$ cat src/rtl/wb_pkg.sv
// Shared types and default widths for the Wishbone N-slave interconnect.
package wb_pkg;

    localparam int unsigned DefaultDataW = 32;
    localparam int unsigned DefaultAddrW = 32;

    typedef enum logic [1:0] {
        StIdle,
        StReq,
        StDone
    } wb_state_e;

    // Slave-select field width; a single slave still gets a 1-bit field.
    function automatic int unsigned sel_width(input int unsigned n_slaves);
        return (n_slaves > 1) ? $clog2(n_slaves) : 1;
    endfunction

endpackage

$ cat src/rtl/wb_addr_decode.sv
// Combinational slave-select decode: index, one-hot strobe vector and in-range flag.
module wb_addr_decode #(
    parameter int unsigned N_SLAVES = 16,
    parameter int unsigned SEL_W    = 4
) (
    input  logic [SEL_W-1:0]    sel_i,
    output logic [SEL_W-1:0]    idx_o,
    output logic [N_SLAVES-1:0] onehot_o,
    output logic                in_range_o
);

    assign idx_o      = sel_i;
    assign in_range_o = 32'(sel_i) < N_SLAVES;

    always_comb begin
        onehot_o = '0;
        for (int unsigned i = 0; i < N_SLAVES; i++) begin
            onehot_o[i] = (32'(sel_i) == i);
        end
    end

endmodule

$ cat src/rtl/wb_intercon_n.sv
// Single-master Wishbone interconnect to N slaves selected by an address field.
// Defining WB_TIMEOUT_EN adds an ACK timeout that ends a stalled request with an error.
module wb_intercon_n
    import wb_pkg::*;
#(
    parameter int unsigned N_SLAVES = 16,
    parameter int unsigned DATA_W   = DefaultDataW,
    parameter int unsigned ADDR_W   = DefaultAddrW,
    parameter int unsigned SEL_LSB  = 28,
    parameter int unsigned TIMEOUT  = 255
) (
    input  logic                       clk,
    input  logic                       reset,
    input  logic                       master_STB,
    input  logic                       master_WE,
    input  logic [ADDR_W-1:0]          master_ADDR,
    input  logic [DATA_W-1:0]          master_DAT_I,
    output logic [DATA_W-1:0]          master_DAT_O,
    output logic                       master_ACK,
    output logic                       master_ERR,
    output logic [N_SLAVES-1:0]        slave_STB,
    output logic [N_SLAVES-1:0]        slave_WE,
    input  logic [N_SLAVES-1:0]        slave_ACK,
    output logic [ADDR_W-1:0]          slave_ADDR,
    output logic [DATA_W-1:0]          slave_DAT_O,
    input  logic [N_SLAVES*DATA_W-1:0] slave_DAT_I
);

    localparam int unsigned SelW = sel_width(N_SLAVES);

    if (N_SLAVES < 1 || N_SLAVES > 32 || TIMEOUT < 1 || TIMEOUT > 65535 ||
        SEL_LSB + SelW > ADDR_W) begin : g_param_check
        $error("wb_intercon_n: parameter out of range");
    end

    wb_state_e         state_q, state_d;
    logic              armed_q, armed_d;
    logic              we_q, we_d;
    logic              err_q, err_d;
    logic [ADDR_W-1:0] addr_q, addr_d;
    logic [DATA_W-1:0] wdat_q, wdat_d;
    logic [DATA_W-1:0] rdat_q, rdat_d;

    logic [SelW-1:0]     dec_sel;
    logic [SelW-1:0]     dec_idx;
    logic [N_SLAVES-1:0] dec_onehot;
    logic                dec_in_range;
    logic                ack_sel;

`ifdef WB_TIMEOUT_EN
    logic [15:0] cnt_q, cnt_d;
`endif

    // Decode the live address while idle, the latched one for the rest of the transfer.
    assign dec_sel = (state_q == StIdle) ? master_ADDR[SEL_LSB +: SelW]
                                         : addr_q[SEL_LSB +: SelW];

    wb_addr_decode #(
        .N_SLAVES (N_SLAVES),
        .SEL_W    (SelW)
    ) u_decode (
        .sel_i      (dec_sel),
        .idx_o      (dec_idx),
        .onehot_o   (dec_onehot),
        .in_range_o (dec_in_range)
    );

    assign ack_sel = |(slave_ACK & dec_onehot);

    always_comb begin
        state_d = state_q;
        armed_d = armed_q;
        we_d    = we_q;
        err_d   = err_q;
        addr_d  = addr_q;
        wdat_d  = wdat_q;
        rdat_d  = rdat_q;
`ifdef WB_TIMEOUT_EN
        cnt_d   = cnt_q;
`endif
        if (!master_STB) begin
            armed_d = 1'b1;
        end

        unique case (state_q)
            StIdle: begin
                if (master_STB && armed_q) begin
                    addr_d = master_ADDR;
                    wdat_d = master_DAT_I;
                    we_d   = master_WE;
`ifdef WB_TIMEOUT_EN
                    cnt_d  = '0;
`endif
                    if (dec_in_range) begin
                        state_d = StReq;
                        err_d   = 1'b0;
                    end else begin
                        state_d = StDone;
                        err_d   = 1'b1;
                        rdat_d  = '0;
                    end
                end
            end
            StReq: begin
                if (ack_sel) begin
                    state_d = StDone;
                    err_d   = 1'b0;
                    rdat_d  = we_q ? '0 : slave_DAT_I[32'(dec_idx) * DATA_W +: DATA_W];
                end
`ifdef WB_TIMEOUT_EN
                else if (cnt_q == 16'(TIMEOUT - 1)) begin
                    state_d = StDone;
                    err_d   = 1'b1;
                    rdat_d  = '0;
                end else begin
                    cnt_d = cnt_q + 16'd1;
                end
`endif
            end
            StDone: begin
                // Disarm so a still-held STB cannot launch a second transfer.
                state_d = StIdle;
                armed_d = 1'b0;
            end
            default: state_d = StIdle;
        endcase
    end

    always_ff @(posedge clk) begin
        if (reset) begin
            state_q <= StIdle;
            armed_q <= 1'b1;
            we_q    <= 1'b0;
            err_q   <= 1'b0;
            addr_q  <= '0;
            wdat_q  <= '0;
            rdat_q  <= '0;
        end else begin
            state_q <= state_d;
            armed_q <= armed_d;
            we_q    <= we_d;
            err_q   <= err_d;
            addr_q  <= addr_d;
            wdat_q  <= wdat_d;
            rdat_q  <= rdat_d;
        end
    end

`ifdef WB_TIMEOUT_EN
    always_ff @(posedge clk) begin
        if (reset) begin
            cnt_q <= '0;
        end else begin
            cnt_q <= cnt_d;
        end
    end
`endif

    assign master_DAT_O = rdat_q;
    assign master_ACK   = (state_q == StDone);
    assign master_ERR   = master_ACK & err_q;
    assign slave_STB    = (state_q == StReq) ? dec_onehot : '0;
    assign slave_WE     = slave_STB & {N_SLAVES{we_q}};
    assign slave_ADDR   = addr_q;
    assign slave_DAT_O  = wdat_q;

endmodule

$ cat config.mk
export PLATFORM = sky130hd
export DESIGN_NAME = wb_intercon_n
export DESIGN_NICKNAME = d
export VERILOG_FILES = /design/src/rtl/wb_pkg.sv /design/src/rtl/wb_addr_decode.sv /design/src/rtl/wb_intercon_n.sv
export SDC_FILE = /design/constraint.sdc
export NUM_CORES = 1
export LEC_CHECK = 0
export CORE_AREA = 2 2 285 287
export CTS_CLUSTER_DIAMETER = 80
export DETAILED_ROUTE_END_ITERATION = 8
export DIE_AREA = 0 0 287 289
export GPL_TIMING_DRIVEN = 0
export PLACE_DENSITY = 0.38
export REMOVE_ABC_BUFFERS = 1
export SLEW_MARGIN = 20
export SYNTH_ARGS = -nofsm -noshare
export SYNTH_HDL_FRONTEND = slang
export SYNTH_HIERARCHICAL = 1
export SYNTH_SLANG_ARGS = --single-unit
$ cat constraint.sdc
create_clock -name clk -period 2.6 [get_ports clk]
set_input_delay 0.26 -clock clk [delete_from_list [all_inputs] [get_ports clk]]
set_output_delay 0.26 -clock clk [all_outputs]
set_load 0.02 [all_outputs]
* Word level (Yosys, flattened, before mapping)
Index checks and enable logic that the tools add are counted.
** Operators by class
- Muxes and demuxes :: 11
- Bitwise operators :: 3
- Magnitude comparators :: 0
- Shift-type cells :: 1
- $mul :: 0
- $add $sub $neg :: 0
- Divide/modulo/power cells :: 0
- Equal/unequal tests :: 20
- Reductions and logical operators :: 9
** Operators with widths (count)
- variable part select 512 x 10 -> 32 bit :: 1
- AND 16 bit :: 2
- equality test 4 bit, second input constant :: 8
- two-way mux 32 bit :: 1
- equality test 4 x 3 -> 1 bit, second input constant :: 4
- two-way mux 16 bit :: 1
- OR reduction 16 bit :: 1
- equality test 4 x 2 -> 1 bit, second input constant :: 2
- AND reduction 2 bit :: 3
- equality test 4 x 1 -> 1 bit, second input constant :: 1
- zero test 4 bit :: 1
- two-way mux 1 bit :: 4
- two-way mux 2 bit :: 2
- two-way mux 4 bit :: 1
- != test 2 x 1 -> 1 bit, second input constant :: 2
- one-hot mux 2 bit (2 select lines) :: 1
- AND reduction 3 bit :: 1
- equality test 2 x 1 -> 1 bit, second input constant :: 1
- equality test 2 bit, second input constant :: 1
- zero test 2 bit :: 1
- != test 2 bit, second input constant :: 1
- one-hot mux 1 bit (2 select lines) :: 1
- nonzero test 2 bit :: 1
- AND 1 bit :: 1
- logical AND 1 bit :: 1
** Storage, ports and cells
- Register bits :: 101
- Bits in writable memories :: 0
- Word-level logic and storage cells :: 51
- Input bits :: 596
- Memories kept :: 0
- Latch bits :: 0
- Memory bits (read-only) :: 0
- Output and inout port bits :: 130

* Logic depth before layout (Yosys ltp)
- Depth after elaboration :: 7
- Depth in mapped cells :: 10

* Hierarchy
Netlist, hierarchy kept.
** Modules (own cells, without submodules)
- wb_intercon_n :: area an instance 7641.1 um^2, seq. area each 2021.9 um^2, instances 1, cells an instance 715
- wb_addr_decode :: area an instance 267.8 um^2, seq. area each 0.0 um^2, instances 1, cells an instance 26

* Least setup slack after synthesis
No wires, ideal clock.
- Path kind :: reg2reg
- Start point :: reg state_q[1]
- End point :: reg rdat_q[10] (netlist: master_DAT_O[10])
- Path buffers :: 2
- Arrival time :: 2.595 ns
- Stages on the path, launching flop included :: 11
- Period minus slack after synthesis :: 2.712 ns
- Setup slack :: -0.112 ns
- Data required time :: 2.483 ns
- Cells stage by stage :: dfxtp_1 nor2_1 mux2_2 buf_4 and4bb_1 a22oi_1 nand4_2 a2111oi_4 nor4_2 buf_2 a22o_1
** Between the ends
- Cells in the longest elaborated chain, start to end :: 6
- Elaborated cells on any way between the ends :: 24
** Ends and longest elaborated chain
- start: declaration :: RTL line wb_intercon_n.sv:36 : wb_state_e state_q, state_d;
- start signal: assignment :: RTL line wb_intercon_n.sv:131 : state_q <= StIdle;
- start signal: assignment :: RTL line wb_intercon_n.sv:139 : state_q <= state_d;
- zero test 2 bit :: RTL line wb_intercon_n.sv:55 : assign dec_sel = (state_q == StIdle) ? master_ADDR[SEL_LSB +: SelW]
- two-way mux 4 bit :: RTL line wb_intercon_n.sv:55
- via dec_sel[1] :: RTL line wb_intercon_n.sv:44 : logic [SelW-1:0] dec_sel;
- equality test 4 bit :: RTL line wb_addr_decode.sv:18 : onehot_o[i] = (32'(sel_i) == i);
- via dec_onehot[10] :: RTL line wb_intercon_n.sv:46 : logic [N_SLAVES-1:0] dec_onehot;
- AND 16 bit :: RTL line wb_intercon_n.sv:68 : assign ack_sel = |(slave_ACK & dec_onehot);
- OR reduction 16 bit :: RTL line wb_intercon_n.sv:68
- AND reduction 2 bit (no line)
- end signal: assignment :: RTL line wb_intercon_n.sv:145 : rdat_q <= rdat_d;
- end: declaration :: RTL line wb_intercon_n.sv:42 : logic [DATA_W-1:0] rdat_q, rdat_d;
The timed path passes the listed nets, and every way through them passes these cells.
A chain may end at the register's enable or synchronous reset.

* Final worst setup path
- Start point :: reg state_q[1]
- End point :: reg rdat_q[21] (netlist: master_DAT_O[21])
** Between the ends
- Cells in the longest elaborated chain, start to end :: 6
- Elaborated cells on any way between the ends :: 24
** Ends and longest elaborated chain (RTL line)
- zero test 2 bit :: wb_intercon_n.sv:55
- two-way mux 4 bit :: wb_intercon_n.sv:55
- via dec_sel[0] :: wb_intercon_n.sv:44
- equality test 4 x 2 -> 1 bit :: wb_addr_decode.sv:18
- via dec_onehot[2] :: wb_intercon_n.sv:46
- AND 16 bit :: wb_intercon_n.sv:68
- OR reduction 16 bit :: wb_intercon_n.sv:68
- AND reduction 2 bit (no line)
The timed path passes the listed nets, and every way through them passes these cells.

==> flow_summary_export.csv <==
group,metric,value,unit
run_status,status,"complete, but fails checks",
run_status,failed_checks,"negative setup slack",
synthesis,synth_area,0.00791,sq mm
sta,fin_crit_sh,1.18,
sta,period_needed,3.07,ns
worst_setup_path,end_kind,"register",
worst_setup_path,cp.arrival,3.42,ns
power_and_ir_drop,p_int,0.00447,W
drt,vias,10000,
synthesis,synthTopCellsByCount,"164 x nand2_1, 121 x mux4_2, 101 x dfxtp_1, 73 x a22oi_1, 67 x a21oi_1",
clock_network,numCtsBuffers,9,
drt,drtIter0Drc,466,
worst_hold_path,worst_hold_path_type,"input port to register",
power_and_ir_drop,pwr-share-clk,0.229,
placement,dp_hpwl,50.0,mm
power_and_ir_drop,power.leakage,6.42,nW
worst_hold_path,whs_endpoint,"slave_ADDR[19]",
drt,wirelength,65.4,mm
global_route,antenna_found_initial,29,
floorplan,row_count,104,
sta,relSlewSlack,0.486,
power_and_ir_drop,p_sw_frac,0.353,
synthesis,ys_ff_latch,101,
cells_and_area,final_area,0.0180,sq mm
drt,via_per_inst,3.90,
floorplan,core_area,0.0799,sq mm
synthesis,async_flop_share,0,
placement,io_buffers,725,
drt,wl_per_cell,25.4,microns
synthesis,ys_seq_area_frac,0.256,
synthesis,synth_edf_count,0,
worst_setup_path,reg2reg_depth,14,
power_and_ir_drop,power_density,383,mW/mm^2
worst_hold_path,hold_start,"reset",
synthesis,avgSynthCellArea,10.7,sq um
synthesis,yosysMostFrequentCell,"nand2_1",
synthesis,syn_inst,741,
clock_network,ctsRootBufferMaster,"clkbuf_16",
clock_network,hold_buffers,0,
sta,rsz0062_at_grt,"yes",
synthesis,synth_area_leader_cell,"mux4_2",
run,drv_cap,0,
clock_network,cts_tree,"yes",
global_route,grt_pass1_vias,10500,
synthesis,synthTopCellsByArea,"mux4_2 34%, dfxtp_1 26%, nand2_1 7.8%",
power_and_ir_drop,seq_power_share,0.249,
synthesis,yosys.area.top_type_share,0.345,
power_and_ir_drop,comb_power_share,0.522,
synthesis,synth_cell_types,44,
worst_setup_path,cp_max_fo,7,
sta,tightest_slew,0.770,ns
cells_and_area,area_growth,128,%
worst_setup_path,rr_endpoint,"master_DAT_O[21]",
floorplan,fp.dieW,287,microns
floorplan,dieArea,0.0829,sq mm
sta,hold_viol,0,
worst_setup_path,r2r_setup_slack,-0.47,ns
worst_setup_path,worstSetupStartpointType,"register",
cells_and_area,nets,2095,
drt,firstDrtPassIters,5,
sta,skew,0.0253,ns
sta,fin_ws,-0.472,ns
floorplan,initial_core_util,0.0990,
placement,post_dp_cell_area,0.0165,sq mm
sta,fmax,326,MHz
synthesis,synthFlopType,"dfxtp_1",
worst_setup_path,cp.required,2.95,ns
global_route,grt.total_usage,0.149,
clock_network,worstSkewPairLatency,0.40,ns
clock_network,ctsHtreeMaxLevel,3,
clock_network,clock-sinks,101,
power_and_ir_drop,power_switching,0.00244,W
global_route,grt_remaining_overflow,0,
global_route,grt_max_degree,64,
synthesis,ys_warn_count,6,
sta,tns,-14.46,ns
floorplan,die_y,289,microns
sta,drv_slew,0,
drt,antenna_left,0,
sta,finalHoldWorstSlack,0.242,ns
worst_setup_path,rr_startpoint,"state_q[1]",
sta,finalSetupViolCount,51,
clock_network,clkSlewWorstSetupHoldPaths,0.11,ns
floorplan,ios,726,
global_route,grt_pass1_wl,84.8,mm
worst_setup_path,path_class,"register to register",
cells_and_area,drive_above_1_share,0.225,
placement,gp_congestion,0.792,
drt,drt_drc_violations_left,0,
clock_network,clk_path_buf_depth,2,
power_and_ir_drop,ir_worst_vdd,0.298,mV
worst_hold_path,holdPathStages,2,
metal layers:
layer / global-route usage / part of all wire
met5: 0 / 0.0015
met4: 0.0513 / 0.026
met3: 0.0512 / 0.085
met2: 0.253 / 0.49
met1: 0.173 / 0.40
worst max-delay path: stages, from the launching register on:
cell and delay, ns:
dfxtp_4 0.37, nor2_4 0.20, buf_6 0.13, mux2_8 0.38
buf_8 0.15, buf_8 0.13, nor4b_4 0.30, a22oi_2 0.15
nand4_2 0.14, a2111oi_4 0.07, nor4_4 0.35, buf_6 0.19
buf_12 0.15, clkbuf_16 0.15, a22o_1 0.12
worst max path at each step:
stage	start	to	slack (ns)	cells after the start
global placement	state_q[1]	master_DAT_O[30]	-8.19	8
global route	state_q[1]	master_DAT_O[22]	-0.58	14
detailed placement	state_q[1]	master_DAT_O[28]	-1.65	11
finish	state_q[1]	master_DAT_O[21]	-0.47	14
floorplan	state_q[1]	master_DAT_O[30]	-3.63	8
CTS	state_q[0]	master_DAT_O[22]	-0.47	12
registers in the layout, summed over array words and instances (netlist names):
signal and cells:
state_q 2, slave_ADDR 32, armed_q 1, master_DAT_O 32
we_q 1, slave_DAT_O 32, err_q 1
stage by stage:
| step | utilization | std cells | power, W | worst slack, ns |
|---|---|---|---|---|
| after floorplan | - | 656 | 0.00314 | -3.63 |
| after global placement | 0.200 | 2441 | 0.00487 | -8.19 |
| after detailed placement | 0.206 | 2464 | 0.00486 | -1.65 |
| after CTS | 0.221 | 2546 | 0.00698 | -0.472 |
| after global routing | 0.225 | 2570 | 0.00727 | -0.578 |
| final | 0.226 | 2573 | 0.00691 | -0.472 |
placed cells by master (no fill, tap or decap), drive strengths merged, types with 3 or more instances in the layout:
cell             n
and2            17
a21oi           67
dfxtp          101
a22oi           73
nor4b            4
buf            124
nor3b            3
mux2i            3
bufbuf           4
and4bb           6
and3            18
a22o            33
inv              6
diode            9
clkdlybuf4s50  692
clkbuf          15
mux4           126
nand2          164
and4b            4
nor2b            3
mux2            13
nand4            4
final cells by class:
type                            instances  area, sq um
Antenna cell                            9         22.5
Multi-Input combinational cell        560         5800
Tap cell                             1060         1330
Sequential cell                       101         2030
Fill cell                            8650        61900
Clock buffer                           10          239
Clock inverter                          6         63.8
Timing Repair Buffer                  825         8530
Inverter                                2         7.51
kinds of logic (layout without fill, tap and decap cells):
logic type,Yosys count,after routing,synth area share
buffers and inverters,87,843,0.0619
other,1,10,0.000474
AND/OR/NAND/NOR,235,235,0.149
AO/OA/AOI/OAI,182,182,0.159
flip-flops,101,101,0.256
multiplexers,135,142,0.374
repair_timing:
item / 4_1_cts / 5_1_grt
cloned: 12 / 3
pin swaps: 16 / 39
buffers inserted: 55 / 20
resized for setup: 202 / 78
endpoints found under the setup margin: 67 / 61
power groups by stage:
| stage | logic (W) | registers [W] | clock network, W |
|---|---|---|---|
| 2_1_floorplan | 0.00129 | 0.00185 | 0 |
| 3_3_place_gp | 0.00313 | 0.00174 | 0 |
| 3_5_place_dp | 0.00312 | 0.00175 | 0 |
| 4_1_cts | 0.00358 | 0.00172 | 0.00168 |
| 5_1_grt | 0.00383 | 0.00174 | 0.00171 |
| 6_report | 0.00361 | 0.00172 | 0.00158 |
Power figures use the tool's default switching activity.
